## src/rtl/pe_array_cfg_loader.sv

```systemverilog
// Configuration sequencer for the 4x4 PE array: steers streamed config words to PEs/LSUs
// via one-cycle strobes, then holds run for a programmed number of cycles.
`ifndef PE_inst
`define PE_inst 32
`endif

module pe_array_cfg_loader #(
  parameter int unsigned InstW = `PE_inst,
  parameter int unsigned RunW  = 16
) (
  input  logic             clk_i,
  input  logic             rst_ni,
  input  logic             start_i,
  input  logic             abort_i,
  input  logic [19:0]      target_mask_i,
  input  logic [RunW-1:0]  run_len_i,
  input  logic             cfg_valid_i,
  input  logic [InstW-1:0] cfg_data_i,
  input  logic             cfg_last_i,
  output logic             cfg_ready_o,
  output logic [8:0]       init_pe_array_o,
  output logic [InstW-1:0] pe_config_o,
  output logic             run_o,
  output logic             busy_o,
  output logic             done_o,
  output logic             len_err_o
);

  typedef enum logic [1:0] {StIdle, StLoad, StGap, StRun} state_e;

  state_e           state_q, state_d;
  logic [4:0]       idx_q, idx_d;
  logic [1:0]       row_q, row_d;
  logic [2:0]       unit_q, unit_d;
  logic [19:0]      mask_q, mask_d;
  logic [RunW-1:0]  run_len_q, run_len_d;
  logic [RunW-1:0]  run_cnt_q, run_cnt_d;
  logic [8:0]       init_q, init_d;
  logic [InstW-1:0] cfg_q, cfg_d;
  logic             done_q, done_d;
  logic             len_err_q, len_err_d;
  logic [4:0]       last_idx;
  logic             advance;

  // Highest enabled index: the word for it must be the one carrying cfg_last.
  always_comb begin
    last_idx = '0;
    for (int unsigned i = 0; i < 20; i++) begin
      if (mask_q[i]) last_idx = 5'(i);
    end
  end

  always_comb begin
    state_d   = state_q;
    idx_d     = idx_q;
    row_d     = row_q;
    unit_d    = unit_q;
    mask_d    = mask_q;
    run_len_d = run_len_q;
    run_cnt_d = run_cnt_q;
    init_d    = '0;
    cfg_d     = cfg_q;
    done_d    = 1'b0;
    len_err_d = len_err_q;
    advance   = 1'b0;
    if (abort_i) begin
      state_d = StIdle;
    end else begin
      unique case (state_q)
        StIdle: begin
          if (start_i) begin
            state_d   = StLoad;
            mask_d    = target_mask_i;
            run_len_d = run_len_i;
            idx_d     = '0;
            row_d     = '0;
            unit_d    = '0;
            len_err_d = 1'b0;
          end
        end
        StLoad: begin
          if (!mask_q[idx_q]) begin
            advance = 1'b1;
          end else if (cfg_valid_i) begin
            advance = 1'b1;
            init_d  = {4'b1000 >> row_q, 5'b00001 << unit_q};
            cfg_d   = cfg_data_i;
            if (cfg_last_i != (idx_q == last_idx)) len_err_d = 1'b1;
          end
          if (advance) begin
            if (idx_q == 5'd19) begin
              state_d = StGap;
            end else begin
              idx_d = idx_q + 5'd1;
              if (unit_q == 3'd4) begin
                unit_d = '0;
                row_d  = row_q + 2'd1;
              end else begin
                unit_d = unit_q + 3'd1;
              end
            end
          end
        end
        StGap: begin
          state_d   = StRun;
          run_cnt_d = run_len_q;
        end
        StRun: begin
          // A zero run length means run until aborted.
          if (run_len_q != '0) begin
            if (run_cnt_q == RunW'(1)) begin
              state_d = StIdle;
              done_d  = 1'b1;
            end else begin
              run_cnt_d = run_cnt_q - RunW'(1);
            end
          end
        end
        default: state_d = StIdle;
      endcase
    end
  end

  always_ff @(posedge clk_i or negedge rst_ni) begin
    if (!rst_ni) begin
      state_q   <= StIdle;
      idx_q     <= '0;
      row_q     <= '0;
      unit_q    <= '0;
      mask_q    <= '0;
      run_len_q <= '0;
      run_cnt_q <= '0;
      init_q    <= '0;
      cfg_q     <= '0;
      done_q    <= 1'b0;
      len_err_q <= 1'b0;
    end else begin
      state_q   <= state_d;
      idx_q     <= idx_d;
      row_q     <= row_d;
      unit_q    <= unit_d;
      mask_q    <= mask_d;
      run_len_q <= run_len_d;
      run_cnt_q <= run_cnt_d;
      init_q    <= init_d;
      cfg_q     <= cfg_d;
      done_q    <= done_d;
      len_err_q <= len_err_d;
    end
  end

  assign cfg_ready_o     = (state_q == StLoad) && mask_q[idx_q] && !abort_i;
  assign init_pe_array_o = init_q;
  assign pe_config_o     = cfg_q;
  assign run_o           = (state_q == StRun);
  assign busy_o          = (state_q != StIdle);
  assign done_o          = done_q;
  assign len_err_o       = len_err_q;

endmodule
```

## config.mk

```make
export PLATFORM = sky130hd
export DESIGN_NAME = pe_array_cfg_loader
export DESIGN_NICKNAME = d
export VERILOG_FILES = /design/src/rtl/pe_array_cfg_loader.sv
export SDC_FILE = /design/constraint.sdc
export NUM_CORES = 1
export LEC_CHECK = 0
export BUFFER_PORTS_ARGS = -buffer_cell sky130_fd_sc_hd__buf_4
export CORE_MARGIN = 5
export CORE_UTILIZATION = 54
export CTS_CLUSTER_SIZE = 25
export DETAILED_ROUTE_END_ITERATION = 8
export MAX_ROUTING_LAYER = met4
export PLACE_DENSITY = 0.8
export SETUP_SLACK_MARGIN = 0.4
export SLEW_MARGIN = 20
export SYNTH_ARGS = -nofsm -noshare
export SYNTH_HDL_FRONTEND = slang
export SYNTH_SLANG_ARGS = --single-unit
```

## constraint.sdc

```tcl
create_clock -name clk_i -period 2.9 [get_ports clk_i]
set_input_delay 0.58 -clock clk_i [delete_from_list [all_inputs] [get_ports clk_i]]
set_output_delay 0.58 -clock clk_i [all_outputs]
set_load 0.01 [all_outputs]
```

==> results.md, run 1 <==
- Hpwl dp: around 8500 µm
- Die height: between 100 and 150 µm
- Compound-Gate Fraction of Synth Area: 11.5%
- Initial DRC count: 148
- Initial antenna violation count: 0
- CTS Buffer Depth: 2
- # clock sinks: 107
- Post-synth EDFFs: 0
- CP Capture Type: primary output
- Post-synth ARST share: 100%
- I/O pin cnt: 120
- Worst EP arrival: 1880 ps
- Worst Reg-to-Reg Cells: 10
- Cell area after synthesis: 5250 µm²
- Top cells by area, synth: dfrtp_1, mux2_2, ha_1, o21ai_0, a21oi_1
- Final core occ: 68.0%
- Setup Viol. Count Final: 0
- Post-synth top area share: between 50% and 60%
- IO buf count: 119
- Final Total Pwr: between 6 and 7 mW
- Hold Buf Count CTS: 0
- Most used routing layer: met2
- Most frequent cells in the layout: buf_4, dfrtp_1, mux2_2, o21ai_0, a21oi_1
- Row Count: 36
- Synth Net Count: between 500 and 600
- Slew Viols, Final: 0
- Simple-gate share of the synthesized area: 12.6%
- GRT met2 Usage: 32.3%
- Area of the multi-input gates: 2390 µm²
- Ys Warns: 0
- FMAX: 0.407 GHz
- Tmin final: roughly 2500 ps
- Register bit total from synthesis: 107
- Layout Nets: 673
- Total vias in the final route: 4059
- Commonest register cell after synthesis: dfrtp_1
- GRT met1 Usage: 27.7%
- H-tree depth: 3
- CP top delay family: simple AND/OR/NAND/NOR gates
- Critical path, cell by cell: buf_12 -> mux2i_1 -> a22oi_1 -> nand3_1 -> nand3_2 -> and3b_1 -> buf_4
- Core area: ~9600 µm²
- Crit path max-delay cell type: dfrtp_2
- Synth area leader: dfrtp_1
- Area Overhead vs Synth: 24.8%
- Post-DR wirelength/cell: 16.1 µm
- Synth cell types: 56
- Syn Area/Cell: 11.4 µm²
- Gpl congestion: 0.861
- Critical Path RT: roughly 2300 ps
- Lkg Pwr: 2.96 nW
- Dpl cells: 700
- Pwr Density: 948 nW/µm²
- MaxCap Viol Count: 0
- Worst r2r src: run_cnt_q[1]$_DFFE_PN0P_
- Initial Util: 54.5%
- Post-synthesis xor/xnor area fraction: 0.500%
- Fin cells: 721
- Crit Path Class: register to primary output
- GRT Residual Overflow: 0
- Storage cell area: 2680 µm²
- Root Driver: clkbuf_8
- Post-synthesis sequential area ratio: approximately half
- Crit path from: idx_q[1]$_DFFE_PN0P_
- Vias in the first global route: 4002
- Peak supply drop: 0.571 mV
- Post-synthesis mux area share: roughly 17%
- Post-Synth Adder-Cell Area: 3.81%
- Worst skew pair latency: 370 ps
- DRC: 0
- Status: completed
- Worst Path Buf+Inv: 2
- Startpoint type of the worst setup path: register
- Clk_skew: 16.5 ps
- CP Max Fanout: 6
- Post-DR vias/cell: 5.63
- CTS tree: built
- Overall Global Routing Usage: 20.9%
- Largest net degree at the start of global routing: 71
- Global Route met3 Usage: 4.78%
- Setup repair after global routing missed its margin: true
- Die footprint: around 12000 µm²
- Hold/Removal Path Class: primary input to asynchronous set/reset pin
- Die Width: 109 µm
- DR pass1 iterations: 4
- Max incr delay on CP: approximately 450 ps
- Share of cells above drive strength 1: 37.4%
- Setup crit end: cfg_ready_o
- Slew HR: between 40% and 50%
- Worst-path clk slew: 110 ps
- R2R Path End: run_cnt_q[13]$_DFFE_PN0P_
- Reg2Reg Setup Slack: 560 ps
- Stages on the worst setup path: 7
- Fin crit share: 84.7%
- Remaining antenna violation count: 0
- # fillers: 750
- Most common cell after layout, fill and taps aside: buf_4
- Hold Fails Final Rpt: 0
- Post-Route Setup TNS: 0 ps
- Cts bufs inserted: 9
- Antenna fix cells: 0
- Worst slew pin tran: 837 ps
- Global-route wire length before repair: 19100 µm
- Total Routed Length: ~12000 µm
- Mapped Cells: about 460
- Largest family of logic cells by synthesized area: multiplexers
stage by stage:
step / hold WS [ps] / setup slack (ps) / cell area (µm²)
finish: 157 / 443 / 6550
global route: 179 / 353 / 6550
CTS: 171 / 417 / 6540
detailed placement: 476 / 400 / 6260
global placement: 469 / 491 / 6260
floorplan: 284 / 814 / 5250
final cells by class:
| cell class | instances | area share (%) |
|---|---|---|
| Timing Repair Buffer | 131 | 15.4 |
| Clock buffer | 9 | 1.89 |
| Tap cell | 133 | 2.54 |
| Sequential cell | 107 | 40.9 |
| Clock inverter | 7 | 1.64 |
| Inverter | 19 | 1.09 |
| Multi-Input combinational cell | 315 | 36.5 |
kinds of logic (layout without fill, tap and decap cells):
logic type	Yosys count	count (layout)
and+or+nand+nor	122	122
DFF	107	107
AOI/OAI and AO/OA	95	95
muxes	79	79
buffers and inverters	40	166
adders and majority gates	16	16
xor gates and xnor gates	3	3
how the worst min path moves through the flow:
stage | from | end | slack, ps | cells after the start
3_3_place_gp | pe_config_o[29]$_DFFE_PN0P_ | pe_config_o[29]$_DFFE_PN0P_ | 470 | 1
4_1_cts | rst_ni | run_len_q[10]$_DFFE_PN0P_ | 170 | 1
6_report | rst_ni | pe_config_o[31]$_DFFE_PN0P_ | 160 | 1
3_5_place_dp | pe_config_o[30]$_DFFE_PN0P_ | pe_config_o[30]$_DFFE_PN0P_ | 480 | 1
2_1_floorplan | rst_ni | done_o$_DFF_PN0_ | 280 | 0
5_1_grt | rst_ni | pe_config_o[30]$_DFFE_PN0P_ | 180 | 1
registers in the layout, indices dropped and copies added, names as in the netlist:
signal           count
pe_config_o         32
mask_q              20
run_cnt_q           16
run_len_q           16
init_pe_array_o      9
idx_q                5
unit_q               3
row_q                2
state_q              2
done_o               1
len_err_o            1
power breakdown:
group / leakage [nW] / internal [mW] / switching [mW]
sequential: 1.31 / 2.14 / 0.653
combinational: 1.53 / 1.30 / 1.08
clock: 0.114 / 0.503 / 0.543
total: 2.96 / 3.94 / 2.27
what timing repair did:
item                                    4_1_cts  5_1_grt
pin swaps                                     0        4
setup buffers                                 5        0
endpoints found under the hold margin         0        0
resized for setup                             2        4
endpoints found under the setup margin       18        1
cell usage after synthesis, types with 2 or more instances:
cell / number
nand3_1: 18
buf_2: 4
nor2_1: 18
nor4_1: 10
nor3_1: 12
o31a_1: 3
inv_1: 19
a211oi_1: 2
buf_1: 2
nand4_1: 6
o31ai_1: 2
clkbuf_1: 10
and3_1: 7
a22oi_1: 3
mux2_2: 58
xnor2_1: 3
a22o_2: 2
dfrtp_1: 107
mux2_1: 10
mux2i_1: 9
nand2b_1: 5
nor3b_1: 4
nand2_1: 16
buf_6: 4
nor2b_1: 3
o21ai_0: 25
o32ai_1: 2
or4_1: 3
o211ai_1: 6
ha_1: 16
and2_1: 9
a21oi_1: 24
a21o_1: 3
o22ai_1: 13
or3_1: 3
per-layer routing:
layer / part of all wire (%) / wire (µm)
met1: 44 / 5150
met2: 46 / 5360
met3: 8.0 / 931
met4: 1.2 / 142
met5: 0 / 0
(Power assumes the default switching activity.)
==> run 2, diff against run 1 <==
--- a/config.mk
+++ b/config.mk
@@ -7,11 +7,11 @@
 export LEC_CHECK = 0
 export BUFFER_PORTS_ARGS = -buffer_cell sky130_fd_sc_hd__buf_4
 export CORE_MARGIN = 5
-export CORE_UTILIZATION = 54
+export CORE_UTILIZATION = 49
 export CTS_CLUSTER_SIZE = 25
 export DETAILED_ROUTE_END_ITERATION = 8
 export MAX_ROUTING_LAYER = met4
-export PLACE_DENSITY = 0.8
+export PLACE_DENSITY = 0.76
 export SETUP_SLACK_MARGIN = 0.4
 export SLEW_MARGIN = 20
 export SYNTH_ARGS = -nofsm -noshare
==> constraint.sdc (replaced) <==
create_clock -name clk_i -period 2.2 [get_ports clk_i]
set_input_delay 0.44 -clock clk_i [delete_from_list [all_inputs] [get_ports clk_i]]
set_output_delay 0.44 -clock clk_i [all_outputs]
set_load 0.01 [all_outputs]
==> run 2 against run 1 <==
The run now ends with setup timing left. Register-to-register slack worse by 790 ps. Sequential share of layout area is 7.0 points lower. Final cell count is 9.0% higher. Combinational power is 110% higher. Cell area is 21% higher. Global-route usage is 1.6 points higher. Worst setup slack worse by 700 ps. Clock skew is 4.3 ps higher. Die area is 9.2% higher. Sequential power is 43% higher. First-iteration DRC count grew to 2.9 times the previous value. Clock power is 10% higher. Critical endpoint unchanged.
==> results.md, run 2 (synthesis results as in run 1) <==
- Status: complete, but fails checks (was completed)
- Failing checks: setup timing
- Clk_skew: 20.8 ps (was 16.5 ps)
- Die footprint: 12900 µm² (was 11800 µm²)
- Critical path, cell by cell: buf_12 -> mux2i_1 -> nand3_1 -> nand3_2 -> nand3_2 -> buf_6 -> and3b_1 -> buf_6 (was buf_12 -> mux2i_1 -> a22oi_1 -> nand3_1 -> nand3_2 -> and3b_1 -> buf_4)
- Vias in the first global route: 4467 (was 4002)
- Post-DR vias/cell: 5.84 (was 5.63)
- Worst Reg-to-Reg Cells: 11 (was 10)
- Setup repair after global routing missed its margin: true (unchanged)
- Internal Pwr Total: 6.18 mW (was 3.94 mW)
- Cts bufs inserted: 9 (unchanged)
- Hold/Removal Path Class: primary input to asynchronous set/reset pin (unchanged)
- Largest net degree at the start of global routing: 47 (was 71)
- Initial antenna violation count: 0 (unchanged)
- Worst slew pin tran: 515 ps (was 837 ps)
- Total Routed Length: 16000 µm (was 11600 µm)
- Worst-path clk slew: 110 ps (about the same)
- I/O pin cnt: 120 (unchanged)
- CTS Buffer Depth: 2 (unchanged)
- DRC: 0 (unchanged)
- Setup Viol. Count Final: 47 (was 0)
- Cell Area, Placed: 6520 µm² (was 6260 µm²)
- Worst skew pair latency: 380 ps (was 370 ps)
- Startpoint type of the worst setup path: register (unchanged)
- Design area: 7930 µm² (was 6550 µm²)
- Pwr Density: 1280 nW/µm² (was 948 nW/µm²)
- Final WS setup: -258 ps (was 443 ps)
- CP top delay family: simple AND/OR/NAND/NOR gates (unchanged)
- FMAX: 0.407 GHz
- Post-Route Setup TNS: -7990 ps (was 0 ps)
- Final Total Pwr: 10.2 mW (was 6.21 mW)
- Worst EP arrival: 2020 ps (was 1880 ps)
- Post-DR wirelength/cell: 20.3 µm (was 16.1 µm)
- Switching Power: 3.98 mW (was 2.27 mW)
- Most common cell after layout, fill and taps aside: buf_4 (unchanged)
- Die Width: 114 µm (was 109 µm)
- Slew HR: 65.6% (was 44.2%)
- MaxCap Viol Count: 0 (unchanged)
- Critical Path RT: 1760 ps (was 2320 ps)
- Reg2Reg Setup Slack: -230 ps (was 560 ps)
- Global-route wire length before repair: 22800 µm (was 19100 µm)
- Hold Fails Final Rpt: 0 (unchanged)
- CTS tree: built (unchanged)
- Flop pwr share: 39.2% (was 45.0%)
- Crit path max-delay cell type: dfrtp_2 (unchanged)
- Hpwl dp: 9030 µm (was 8490 µm)
- Max incr delay on CP: 470 ps (was 450 ps)
- Initial Util: 50.6% (was 54.5%)
- Row Count: 37 (was 36)
- Most frequent cells in the layout: buf_4, dfrtp_1, mux2_2, mux2_4, inv_1 (was buf_4, dfrtp_1, mux2_2, o21ai_0, a21oi_1)
- Core area: 10400 µm² (was 9640 µm²)
- Worst r2r src: idx_q[1]$_DFFE_PN0P_ (was run_cnt_q[1]$_DFFE_PN0P_)
- Root Driver: clkbuf_8 (unchanged)
- Tmin final: 2460 ps
- IO buf count: 119 (unchanged)
- Logic gate share of total power: 49.3% (was 38.2%)
- # clock sinks: 107 (unchanged)
- GRT Residual Overflow: 0 (unchanged)
- H-tree depth: 3 (unchanged)
- Die height: 114 µm (was 109 µm)
- Sw frac: 39.2% (was 36.6%)
- Remaining antenna violation count: 0 (unchanged)
- Antenna fix cells: 0 (unchanged)
- Pre-CTS WS: -16.6 ps (was 400 ps)
- # fillers: 610 (was 750)
- Overall Global Routing Usage: 22.5% (was 20.9%)
- Area Overhead vs Synth: 51.0% (was 24.8%)
- Fin crit share: 112%
- Gpl congestion: 0.915 (was 0.861)
- Worst Path Buf+Inv: 3 (was 2)
- Lkg Pwr: 3.51 nW (was 2.96 nW)
- Share of cells above drive strength 1: 58.0% (was 37.4%)
- CP Max Fanout: 6 (unchanged)
- Layout Nets: 735 (was 673)
- Peak supply drop: 0.682 mV (was 0.571 mV)
- Total vias in the final route: 4589 (was 4059)
- Max reg flops: 32 (unchanged)
- Slew Viols, Final: 0 (unchanged)
- R2R Path End: pe_config_o[11]$_DFFE_PN0P_ (was run_cnt_q[13]$_DFFE_PN0P_)
- Initial DRC count: 435 (was 148)
- CP Capture Type: primary output (unchanged)
- DR pass1 iterations: 5 (was 4)
- Crit Path Class: register to primary output (unchanged)
- Clock Power Share: 11.4% (was 16.8%)
- Hold Buf Count CTS: 0 (unchanged)
[run 2: power groups by stage]
stage | clock network (mW) | logic [mW] | registers [mW]
floorplan | 0 | 2.17 | 3.60
global placement | 0 | 3.29 | 3.68
detailed placement | 0 | 3.43 | 3.72
CTS | 1.18 | 4.25 | 3.75
global route | 1.26 | 5.33 | 4.07
finish | 1.16 | 5.01 | 3.98
[run 2: how the worst max path moves through the flow]
| stage | start | to | slack (ps) | cells past startpoint |
|---|---|---|---|---|
| final | idx_q[1]$_DFFE_PN0P_ | cfg_ready_o | -260 | 8 |
| after global routing | idx_q[1]$_DFFE_PN0P_ | cfg_ready_o | -310 | 8 |
| after CTS | idx_q[0]$_DFFE_PN0P_ | cfg_ready_o | -170 | 6 |
| after detailed placement | idx_q[1]$_DFFE_PN0P_ | pe_config_o[2]$_DFFE_PN0P_ | -20 | 7 |
| after global placement | idx_q[0]$_DFFE_PN0P_ | cfg_ready_o | 40 | 6 |
| after floorplan | idx_q[0]$_DFFE_PN0P_ | idx_q[0]$_DFFE_PN0P_ | 140 | 8 |
[run 2: area by class of cell]
class	instances	area, µm²	area share (%)
Clock buffer	9	124	1.56
Inverter	19	71.3	0.899
Multi-Input combinational cell	316	3080	38.8
Timing Repair Buffer	192	1740	21.9
Sequential cell	107	2690	33.9
Clock inverter	7	61.3	0.773
Tap cell	136	170	2.15
[run 2: what timing repair did]
item	4_1_cts	5_1_grt
cloned	6	5
pin swaps	35	25
setup buffers	24	18
setup endpoints to repair	107	73
resized for setup	91	68
[run 2: metal layers]
layer  track usage (%)  routed length (µm)  part of all wire, %
met4              5.85                 286                  1.8
met5                 -                   0                    0
met1              28.6                6700                   42
met3              4.19                 998                  6.3
met2              37.1                7970                   50
[run 2: worst reg2reg max path, delay by kind of cell, from the launching register on]
family          cells  cell delay, ps
compound gates      1             210
simple gates        3             540
buf+inv             5             660
flops               1             490
mux                 2             420
[run 2: through the flow]
step,util [%],cells,hold WS (ps)
after floorplan,-,462,144
after global placement,62.9,717,443
after detailed placement,62.9,717,451
after CTS,71.0,763,39.8
after global routing,76.5,786,59.7
final,76.5,786,20.8
